**src/rtl/hls4ml_mul_acc_pipe_if.sv**
```systemverilog
// Beat/result bus of hls4ml_mul_acc_pipe: operand beats in, products or group sums out.
interface hls4ml_mul_acc_pipe_if #(
    parameter int A_WIDTH   = 11,
    parameter int B_WIDTH   = 16,
    parameter int P_WIDTH   = 24,
    parameter int CNT_WIDTH = 8
);
    logic                 in_valid;
    logic                 in_last;
    logic [A_WIDTH-1:0]   din0;
    logic [B_WIDTH-1:0]   din1;
    logic                 dout_valid;
    logic                 dout_last;
    logic [P_WIDTH-1:0]   dout;
    logic [CNT_WIDTH-1:0] beat_count;
    logic                 sat_flag;

    modport master (
        output in_valid, in_last, din0, din1,
        input  dout_valid, dout_last, dout, beat_count, sat_flag
    );

    modport slave (
        input  in_valid, in_last, din0, din1,
        output dout_valid, dout_last, dout, beat_count, sat_flag
    );
endinterface

```
**src/rtl/hls4ml_mul_acc_pipe.sv**
```systemverilog
// Pipelined signed multiplier with optional per-group accumulation and valid/last tracking.
// Optional output clamping and sticky sat_flag: define HLS4ML_MUL_SATURATE_EN.
module hls4ml_mul_acc_pipe #(
    parameter int A_WIDTH    = 11,
    parameter int B_WIDTH    = 16,
    parameter int P_WIDTH    = 24,
    parameter int NUM_STAGE  = 3,
    parameter int ACCUMULATE = 0,
    parameter int GUARD_BITS = 4,
    parameter int SHIFT      = 0,
    parameter int CNT_WIDTH  = 8
) (
    input  logic                 clk,
    input  logic                 reset,
    input  logic                 ce,
    hls4ml_mul_acc_pipe_if.slave bus
);
    localparam int          PROD_W = A_WIDTH + B_WIDTH;
    localparam int          ACC_W  = PROD_W + GUARD_BITS;
    localparam int unsigned PSTG   = NUM_STAGE - 2;

    logic signed [A_WIDTH-1:0] a_q;
    logic signed [B_WIDTH-1:0] b_q;
    logic                      v1_q, l1_q;

    always_ff @(posedge clk or posedge reset) begin
        if (reset) begin
            a_q  <= '0;
            b_q  <= '0;
            v1_q <= 1'b0;
            l1_q <= 1'b0;
        end else if (ce) begin
            a_q  <= bus.din0;
            b_q  <= bus.din1;
            v1_q <= bus.in_valid;
            l1_q <= bus.in_last;
        end
    end

    logic signed [PROD_W-1:0] prod_c, prod_t;
    logic                     pv_t, pl_t;

    assign prod_c = PROD_W'(a_q) * PROD_W'(b_q);

    // With NUM_STAGE=2 the product feeds the next stage directly from the operand registers.
    if (PSTG > 0) begin : g_prod
        logic signed [PROD_W-1:0] p_q [PSTG];
        logic [PSTG-1:0]          pv_q, pl_q;

        always_ff @(posedge clk or posedge reset) begin
            if (reset) begin
                for (int unsigned i = 0; i < PSTG; i++) p_q[i] <= '0;
                pv_q <= '0;
                pl_q <= '0;
            end else if (ce) begin
                p_q[0]  <= prod_c;
                pv_q[0] <= v1_q;
                pl_q[0] <= l1_q;
                for (int unsigned i = 1; i < PSTG; i++) begin
                    p_q[i]  <= p_q[i-1];
                    pv_q[i] <= pv_q[i-1];
                    pl_q[i] <= pl_q[i-1];
                end
            end
        end

        assign prod_t = p_q[PSTG-1];
        assign pv_t   = pv_q[PSTG-1];
        assign pl_t   = pl_q[PSTG-1];
    end else begin : g_noprod
        assign prod_t = prod_c;
        assign pv_t   = v1_q;
        assign pl_t   = l1_q;
    end

    logic signed [ACC_W-1:0] prod_ext, res;
    logic                    res_v, res_l;
    logic [CNT_WIDTH-1:0]    res_cnt;

    assign prod_ext = ACC_W'(prod_t);

    if (ACCUMULATE != 0) begin : g_acc
        logic signed [ACC_W-1:0] acc_q, sum, sum_q;
        logic [CNT_WIDTH-1:0]    cnt_q, cnt_inc, cnt_out_q;
        logic                    sum_v_q;

        assign sum     = acc_q + prod_ext;
        assign cnt_inc = (&cnt_q) ? cnt_q : cnt_q + CNT_WIDTH'(1);

        // The closing beat's sum goes out while acc restarts at 0, so the next group needs no bubble.
        always_ff @(posedge clk or posedge reset) begin
            if (reset) begin
                acc_q     <= '0;
                cnt_q     <= '0;
                sum_q     <= '0;
                cnt_out_q <= '0;
                sum_v_q   <= 1'b0;
            end else if (ce) begin
                sum_v_q <= pv_t & pl_t;
                if (pv_t) begin
                    if (pl_t) begin
                        sum_q     <= sum;
                        cnt_out_q <= cnt_inc;
                        acc_q     <= '0;
                        cnt_q     <= '0;
                    end else begin
                        acc_q <= sum;
                        cnt_q <= cnt_inc;
                    end
                end
            end
        end

        assign res     = sum_q;
        assign res_v   = sum_v_q;
        assign res_l   = 1'b1;
        assign res_cnt = cnt_out_q;
    end else begin : g_noacc
        assign res     = prod_ext;
        assign res_v   = pv_t;
        assign res_l   = pl_t;
        assign res_cnt = CNT_WIDTH'(1);
    end

    logic [P_WIDTH-1:0] narrowed;

`ifdef HLS4ML_MUL_SATURATE_EN
    logic signed [ACC_W-1:0] shifted;
    logic [ACC_W-P_WIDTH:0]  hi;
    logic                    in_range;

    assign shifted  = res >>> SHIFT;
    assign hi       = shifted[ACC_W-1:P_WIDTH-1];
    assign in_range = (&hi) | ~(|hi);
    assign narrowed = in_range ? shifted[P_WIDTH-1:0]
                    : shifted[ACC_W-1] ? {1'b1, {(P_WIDTH-1){1'b0}}}
                    : {1'b0, {(P_WIDTH-1){1'b1}}};

    always_ff @(posedge clk or posedge reset) begin
        if (reset) bus.sat_flag <= 1'b0;
        else if (ce && res_v && !in_range) bus.sat_flag <= 1'b1;
    end
`else
    assign narrowed     = P_WIDTH'(res >>> SHIFT);
    assign bus.sat_flag = 1'b0;
`endif

    always_ff @(posedge clk or posedge reset) begin
        if (reset) begin
            bus.dout_valid <= 1'b0;
            bus.dout_last  <= 1'b0;
            bus.dout       <= '0;
            bus.beat_count <= '0;
        end else if (ce) begin
            bus.dout_valid <= res_v;
            if (res_v) begin
                bus.dout       <= narrowed;
                bus.dout_last  <= res_l;
                bus.beat_count <= res_cnt;
            end
        end
    end
endmodule

```
**src/flat_wrapper.sv**
```systemverilog
// flat-port wrapper written by rule: the top's interface ports become plain ports
module hls4ml_mul_acc_pipe_flat 
#(
    parameter int A_WIDTH    = 11,
    parameter int B_WIDTH    = 16,
    parameter int P_WIDTH    = 24,
    parameter int NUM_STAGE  = 3,
    parameter int ACCUMULATE = 0,
    parameter int GUARD_BITS = 4,
    parameter int SHIFT      = 0,
    parameter int CNT_WIDTH  = 8
)
  (clk, reset, ce, bus_in_valid, bus_in_last, bus_din0, bus_din1, bus_dout_valid, bus_dout_last, bus_dout, bus_beat_count, bus_sat_flag);
  hls4ml_mul_acc_pipe_if #(.A_WIDTH(A_WIDTH), .B_WIDTH(B_WIDTH), .P_WIDTH(P_WIDTH), .CNT_WIDTH(CNT_WIDTH)) bus_i ();
  input  logic clk;
  input  logic reset;
  input  logic ce;
  input wire logic [$bits(bus_i.in_valid)-1:0] bus_in_valid;
  input wire logic [$bits(bus_i.in_last)-1:0] bus_in_last;
  input wire logic [$bits(bus_i.din0)-1:0] bus_din0;
  input wire logic [$bits(bus_i.din1)-1:0] bus_din1;
  output wire logic [$bits(bus_i.dout_valid)-1:0] bus_dout_valid;
  output wire logic [$bits(bus_i.dout_last)-1:0] bus_dout_last;
  output wire logic [$bits(bus_i.dout)-1:0] bus_dout;
  output wire logic [$bits(bus_i.beat_count)-1:0] bus_beat_count;
  output wire logic [$bits(bus_i.sat_flag)-1:0] bus_sat_flag;
  assign bus_i.in_valid = bus_in_valid;
  assign bus_i.in_last = bus_in_last;
  assign bus_i.din0 = bus_din0;
  assign bus_i.din1 = bus_din1;
  assign bus_dout_valid = bus_i.dout_valid;
  assign bus_dout_last = bus_i.dout_last;
  assign bus_dout = bus_i.dout;
  assign bus_beat_count = bus_i.beat_count;
  assign bus_sat_flag = bus_i.sat_flag;
  hls4ml_mul_acc_pipe #(.A_WIDTH(A_WIDTH), .B_WIDTH(B_WIDTH), .P_WIDTH(P_WIDTH), .NUM_STAGE(NUM_STAGE), .ACCUMULATE(ACCUMULATE), .GUARD_BITS(GUARD_BITS), .SHIFT(SHIFT), .CNT_WIDTH(CNT_WIDTH)) u_core (.clk(clk), .reset(reset), .ce(ce), .bus(bus_i));
endmodule
```
**config.mk**
```make
export PLATFORM = sky130hd
export DESIGN_NAME = hls4ml_mul_acc_pipe_flat
export DESIGN_NICKNAME = d
export VERILOG_FILES = /design/src/rtl/hls4ml_mul_acc_pipe_if.sv /design/src/rtl/hls4ml_mul_acc_pipe.sv /design/src/flat_wrapper.sv
export SDC_FILE = /design/constraint.sdc
export NUM_CORES = 1
export LEC_CHECK = 0
export ABC_AREA = 1
export BUFFER_PORTS_ARGS = -buffer_cell sky130_fd_sc_hd__buf_2
export CORE_ASPECT_RATIO = 1.1
export CORE_MARGIN = 5
export CORE_UTILIZATION = 50
export DETAILED_ROUTE_END_ITERATION = 8
export GPL_TIMING_DRIVEN = 0
export MAX_ROUTING_LAYER = met4
export PLACE_DENSITY = 0.76
export SLEW_MARGIN = 0
export SYNTH_ARGS = -nofsm -noshare
export SYNTH_HDL_FRONTEND = slang
export SYNTH_SLANG_ARGS = --single-unit
export TNS_END_PERCENT = 50
```
**constraint.sdc**
```tcl
create_clock -name clk -period 11.5 [get_ports clk]
set_input_delay 2.3 -clock clk [delete_from_list [all_inputs] [get_ports clk]]
set_output_delay 2.3 -clock clk [all_outputs]
set_load 0.02 [all_outputs]
```
==> results of run 1 <==
==> synthesized netlist by cell type, types with 5 or more instances <==
cell / instances
nand2_1: 380
inv_1: 291
fa_1: 145
dfrtp_1: 82
ha_1: 53
clkbuf_1: 44
o21ai_0: 33
nand3_1: 31
nor2_1: 28
a21oi_1: 18
mux2_2: 12
o21ai_1: 11
buf_4: 8
xnor2_1: 6
buf_2: 5
inv_2: 5
==> power breakdown <==
part	switching [mW]	leakage, nW	internal [mW]
sequential	0.0373	1.01	0.382
clock	0.146	0.143	0.153
combinational	1.43	4.92	0.853
total	1.61	6.07	1.39
==> cells by family after synthesis <==
| family | count (synthesis) |
|---|---|
| flip-flops | 82 |
| multiplexers | 12 |
| adder cells (fa/ha/maj) | 198 |
| AO/OA/AOI/OAI | 72 |
| XOR/XNOR | 7 |
| other | 1 |
| buffers and inverters | 359 |
| AND/OR/NAND/NOR | 463 |
==> metal layers <==
layer	wire length, um	GRT usage (%)
met1	8960	26.7
met2	11700	40.3
met3	1150	3.92
met4	998	9.78
met5	0	-
==> final timing paths <==
| path | from | cells after the start | end | slack, ns |
|---|---|---|---|---|
| max in group asynchronous | reset | 3 | u_core.a_q[5]$_DFFE_PP0P_ | 8.90 |
| hold / removal | u_core.bus.beat_count[0]$_DFFE_PP0P_ | 2 | u_core.bus.beat_count[0]$_DFFE_PP0P_ | 0.45 |
| hold reg to reg | u_core.bus.beat_count[0]$_DFFE_PP0P_ | 2 | u_core.bus.beat_count[0]$_DFFE_PP0P_ | 0.45 |
| min in group asynchronous | reset | 2 | u_core.bus.dout[5]$_DFFE_PP0P_ | 1.98 |
| setup reg to reg | u_core.a_q[5]$_DFFE_PP0P_ | 23 | u_core.g_prod.p_q[23]$_DFFE_PP0P_ | 5.79 |
| setup / recovery | u_core.a_q[5]$_DFFE_PP0P_ | 23 | u_core.g_prod.p_q[23]$_DFFE_PP0P_ | 5.79 |
==> state kept, by name, indices dropped and copies added (netlist names), 11 cells and up <==
signal and count:
u_core.bus.dout 24, u_core.g_prod.p_q 24, u_core.b_q 16, u_core.a_q 11
==> stage by stage <==
step	area [sq um]	hold slack (ns)	power, mW	std cells
after CTS	10400	0.461	3.02	1518
final	10400	0.455	3.00	1518
after global routing	10400	0.499	3.36	1518
after floorplan	9510	0.442	2.14	1201
after global placement	10100	0.442	2.65	1501
after detailed placement	10100	0.444	2.70	1502
==> worst min-delay path, cell delays in order (launching register included) <==
cell     delay, ns
dfrtp_1       0.34
inv_1         0.04
nand2_1       0.05
==> area by class of cell <==
| cell class | instances | area [sq um] |
|---|---|---|
| repair buffers | 58 | 305 |
| fillers | 1750 | 8130 |
| inverters | 298 | 1120 |
| clock inverters | 7 | 72.6 |
| multi-input cells | 760 | 6050 |
| clock buffers | 9 | 225 |
| well taps | 243 | 304 |
| flip-flops and latches | 82 | 2050 |
| plain buffers | 61 | 289 |
==> reports/results.txt, run 1 <==
number of global-route vias before repair = 8143
most frequent cells in the layout = nand2_1 (380), inv_1 (290), fa_1 (145)
Unique masters post-synth = 40
Final Cycle Share = 49.7%
crit start category = register
DP Wirelength = 18800 um
FMAX = 0.175 GHz
critical path required time = 11.74 ns
Final Max Tran Viols = 0
WL final = 22800 um
antenna cell count = 0
CTS Root Cell = clkbuf_16
Area contributors post-synth = fa_1 (31%), dfrtp_1 (22%), nand2_1 (15%), inv_1 (12%), ha_1 (7.0%)
leading area contributor after synthesis = fa_1
Yosys reg bits = 82
total grt overflow = 0
area grow syn2layout = 9.87%
area share of xor/xnor cells in the synthesized design = 0.647%
CP Capture Type = register
most frequent CP cell = nand2_1
Critical Path Fanout Max = 10
Die Area = 21800 sq um
Ys Warns = 0
Avg Synthesized Cell Area = 7.94 sq um
cts-stage hold buffer count = 0
commonest non-fill, non-tap cell in the layout = nand2_1
# resized after CTS = 0
Pleak = 6.07 nW
Worst-Margin Slew = 0.647 ns
DRT antenna net count = 0
endpoints failing setup = 0
complex-gate fraction of the synthesized area = 4.16%
CTS sink cnt = 82
DR vias/cell = 4.96
Post-Syn Area = 9480 sq um
clk buf depth = 2
post-synthesis simple-gate area fraction = 19.6%
drc violations = 0
Clock Latency Late Sink = 0.37 ns
first-pass GRT wire length = 38800 um
number of synthesized flops with an enable pin = 0
WL/cell = 15.0 um
share of the synthesized area in the top cell type = 30.6%
cells after synthesis = 1194
crit-path leading delay family = adder cells
NumNets Final = 1500
1st-pass router iterations = 5
# IOs = 67
worst path cell trace = clkbuf_1, clkbuf_1, nand2_1, fa_1, inv_1, fa_1, fa_1, fa_1, inv_1, fa_1, inv_1, ha_1, nand2_1, inv_1, nand2_1, and2_1, nand2_1, nand2_1, nand2_1, nor2_1, nand3_1, nand3_1, nand2_1
Period minus WS final = 5.71 ns
Hold Vio Cnt, Final = 0
Synth Area in Adders = 37.6%
Rel. slew slack = 56.9%
outcome = finished, final reports clean
multiplexer share of the synthesized area = 1.43%
DP Worst Slack = 5.83 ns
WS Path Type = register to register
CTS tree = built
Core Rows = 52
sequential area share after synthesis = 21.6%
share of layout cells above drive strength 1 = 9.65%
slowest cell on the critical path = fa_1
antenna violations before repair = 0
ys flop type = dfrtp_1
clock transition at the registers of the reported paths = 0.07 ns
Vias = 7522
core footprint = 18500 sq um
largest net degree at the start of global routing = 44
die width = 141 um
TNS Setup = 0 ns
Async SR Flop Fraction = 100%
DRT iter0 DRCs = 464
Max IR drop VDD = 0.175 mV
CP bufs+invs = 6
setup bufs post-CTS = 0
H-tree Lvls = 3
overall global routing resource usage = 23.3%
PortBufs = 57
worst min path class = register to register
largest stage delay on the critical path = 0.56 ns
final setup margin = 5.79 ns
Worst Skew = 0.0162 ns
DIE HEIGHT = 154 um
GPL Wtd Cong = 0.979
maxcap violations = 0
P per Cell Area = 288 nW/um^2
fin util = 56.2%
total CTS buffers = 9
Initial Util = 51.1%
largest family of logic cells by synthesized area = adder cells
RSZ-0062 raised after global routing = false
crit path DAT = 5.95 ns
Power figures use the tool's default switching activity.
==> run 2: changes to the inputs <==
ABC_AREA = 0   (was 1)
PLACE_DENSITY = 0.79   (was 0.76)
clock period = 5.1 ns   (was 11.5 ns; I/O delays follow)
==> run 2 against run 1 <==
The run now ends with negative setup slack left; synthesized cell count decreased by 27%; clock-buffer cell count up 1; die area down 5.0%; cell count decreased by 19%; clock skew is 0.0073 ns lower; register-to-register slack lost 5.9 ns; largest cell class unchanged; cell area rose by 2.2%; setup slack got worse by 5.9 ns; critical path depth shrank 8; utilization grew 4.0 points; sequential share of layout area decreased by 0.20 points; via count fell by 14%.
==> reports/results.txt, run 2 <==
outcome = complete, but fails checks
failing checks = negative setup slack
cts-stage hold buffer count = 0 (unchanged)
Unique masters post-synth = 46 (+15%)
largest net degree at the start of global routing = 54 (+23%)
Period minus WS final = 5.18 ns (-0.532 ns)
WL/cell = 17.9 um (+19%)
clk buf depth = 2 (unchanged)
antenna violations before repair = 0 (unchanged)
drc violations = 0 (unchanged)
clock transition at the registers of the reported paths = 0.07 ns (about the same)
DIE HEIGHT = 150 um (-2.5%)
critical path required time = 5.33 ns (-6.41 ns)
Die Area = 20700 sq um (-5.0%)
metal2 WL = 11200 um (-4.2%)
Worst Skew = 0.00894 ns (-0.00730 ns)
hold-critical path depth = 1 (-1)
Final Max Tran Viols = 0 (unchanged)
Vias = 6474 (-14%)
overall global routing resource usage = 21.9% (-1.4 points)
Layout Cells excl Fill = 1224 (-19%)
Final Cycle Share = 102% (+52 points)
Ys Warns = 0 (unchanged)
r2r worst-path depth = 15 (-35%)
Initial Util = 50.8% (-0.37 points)
Post-Syn Area = 8970 sq um (-5.4%)
total CTS buffers = 9 (unchanged)
DRT antenna net count = 0 (unchanged)
DRT met1 WL = 8710 um (-2.8%)
commonest non-fill, non-tap cell in the layout = inv_1
total grt overflow = 0 (unchanged)
final setup margin = -0.0782 ns (-5.87 ns)
# IOs = 67 (unchanged)
NumNets Final = 1211 (-19%)
met3 wire length = 1520 um (+32%)
Multi-input gate area = 6370 sq um (+5.3%)
RSZ-0062 raised after global routing = true
crit start category = register
share of layout cells above drive strength 1 = 28.5% (+19 points)
FMAX = 0.193 GHz (+10%)
Avg Synthesized Cell Area = 10.2 sq um (+29%)
crit path DAT = 5.41 ns (-0.54 ns)
leading area contributor after synthesis = fa_1
worst min path class = register to register
sequential area share after synthesis = 22.9% (+1.2 points)
placed cells = 1181 (-21%)
ys flop type = dfrtp_1
first-pass GRT wire length = 34200 um (-12%)
CTS Root Cell = clkbuf_16
biggest regs = u_core.bus.dout (24), u_core.g_prod.p_q (24), u_core.b_q (16)
GPL Wtd Cong = 0.949 (-3.0%)
1st-pass router iterations = 5 (unchanged)
Core Rows = 51 (-1.9%)
Critical Path Fanout Max = 6 (-4)
most frequent cells in the layout = inv_1 (173), fa_1 (138), nand2_1 (97)
R2R setup slack = -0.08 ns (-5.87 ns)
WL final = 21900 um (-4.3%)
Rel. slew slack = 41.0% (-16 points)
Worst-Margin Slew = 0.885 ns (+0.239 ns)
share of the synthesized area in the top cell type = 32.4% (+1.7 points)
Clock Latency Late Sink = 0.35 ns (-0.02 ns)
WS Path Type = register to register
H-tree Lvls = 3 (unchanged)
endpoints failing setup = 7 (+7)
die width = 138 um (-2.5%)
PortBufs = 58 (+1.8%)
core footprint = 17700 sq um (-4.7%)
DRT iter0 DRCs = 419 (-9.7%)
antenna cell count = 0 (unchanged)
count leader, synth = inv_1
CTS sink cnt = 82 (unchanged)
maxcap violations = 0 (unchanged)
Yosys reg bits = 82 (unchanged)
cells after synthesis = 877 (-27%)
number of global-route vias before repair = 6805 (-16%)
area of placed instances = 9630 sq um (-4.9%)
DP Wirelength = 15900 um (-15%)
number of synthesized flops with an enable pin = 0 (unchanged)
Area contributors post-synth = fa_1 (32%), dfrtp_1 (23%), mux2_2 (8.9%), inv_1 (7.4%), ha_1 (7.4%)
Layout fillers = 1353 (-23%)
sequential standard cell area = 2080 sq um (+1.2%)
CTS tree = built
DP Worst Slack = -0.728 ns (-6.55 ns)
fin area = 10600 sq um (+2.2%)
Async SR Flop Fraction = 100% (unchanged)
top post-synthesis cells by count = inv_1 (178), fa_1 (145), nand2_1 (100)
area grow syn2layout = 18.6%
DR vias/cell = 5.29 (+6.7%)
Hold Vio Cnt, Final = 0 (unchanged)
Max Used Layer = met4
CP Capture Type = register
## run 2: cell types whose count changed in the layout (fill, tap and decap cells not counted), sizes merged, moves of 27 or more
cell    delta
and2      +71
buf       +43
nand3     -32
o21ai     -27
clkbuf    -28
inv      -118
mux2      +59
nand2    -284
## run 2: cell families (layout without fill, tap and decap cells)
| logic type | Yosys count | count (layout) | share of synthesized area [%] |
|---|---|---|---|
| fa+ha+maj | 198 | 198 | 39.7 |
| xor+xnor | 29 | 29 | 2.83 |
| simple gates | 209 | 209 | 11.3 |
| buf+inv | 225 | 327 | 9.76 |
| compound gates | 61 | 61 | 4.42 |
| mux | 72 | 72 | 9.02 |
| flops | 82 | 82 | 22.9 |
| other cells | 1 | 8 | 0.0418 |
## run 2: worst paths after layout
path                                                      startpoint                                    to
worst min-delay path            u_core.bus.beat_count[0]$_DFFE_PP0P_  u_core.bus.beat_count[0]$_DFFE_PP0P_
worst max-delay path                       u_core.a_q[3]$_DFFE_PP0P_     u_core.g_prod.p_q[22]$_DFFE_PP0P_
max in group asynchronous                                      reset             u_core.b_q[6]$_DFFE_PP0P_
worst min register to register  u_core.bus.beat_count[0]$_DFFE_PP0P_  u_core.bus.beat_count[0]$_DFFE_PP0P_
worst max register to register             u_core.a_q[3]$_DFFE_PP0P_     u_core.g_prod.p_q[22]$_DFFE_PP0P_
min in group asynchronous                                      reset       u_core.bus.dout[17]$_DFFE_PP0P_
## run 2: through the flow
stage               util, %  hold WS, ns  TNS, ns
finish                 60.2        0.466   -0.331
global route           60.2        0.504    -1.32
CTS                    58.0        0.470   -0.144
detailed placement     54.5        0.451    -6.05
global placement       54.3        0.447    -5.36
floorplan                 -        0.448        0
## run 2: routing by layer
| metal | global-route usage, % | vias to the layer above |
|---|---|---|
| met5 | - | - |
| met4 | 4.79 | 0 |
| met3 | 4.78 | 36 |
| met2 | 35.6 | 229 |
| met1 | 28.4 | 3361 |
| li1 | - | 2848 |
## run 2: timing repair
item | in CTS | in global routing
buffers inserted | 19 | 17
pin swaps | 14 | 32
gates resized for setup | 72 | 66
setup endpoints to repair | 13 | 11
gates cloned | 0 | 3
## run 2: cell type report
type | instances | share of cell area, %
sequential | 82 | 19.5
tap | 238 | 2.80
multi-input combinational | 577 | 59.8
inverter | 178 | 6.30
timing repair buffer | 98 | 6.14
clock inverter | 6 | 0.447
buffer | 35 | 2.76
clock buffer | 10 | 2.25
## run 2: critical path: stages, from the launching register on
cell     delay (ns)
dfrtp_2        0.46
buf_4          0.15
and2_1         0.18
fa_2           0.60
inv_2          0.10
fa_1           0.50
fa_2           0.63
fa_1           0.43
fa_1           0.50
inv_1          0.05
ha_2           0.32
a21oi_2        0.21
o21ai_1        0.14
a21o_1         0.21
or3_1          0.31
a31o_2         0.26
Power of run 2 is left out: the tool's default activity adds up to more than one toggle a clock period on the data nets, which glitch-free logic cannot reach.
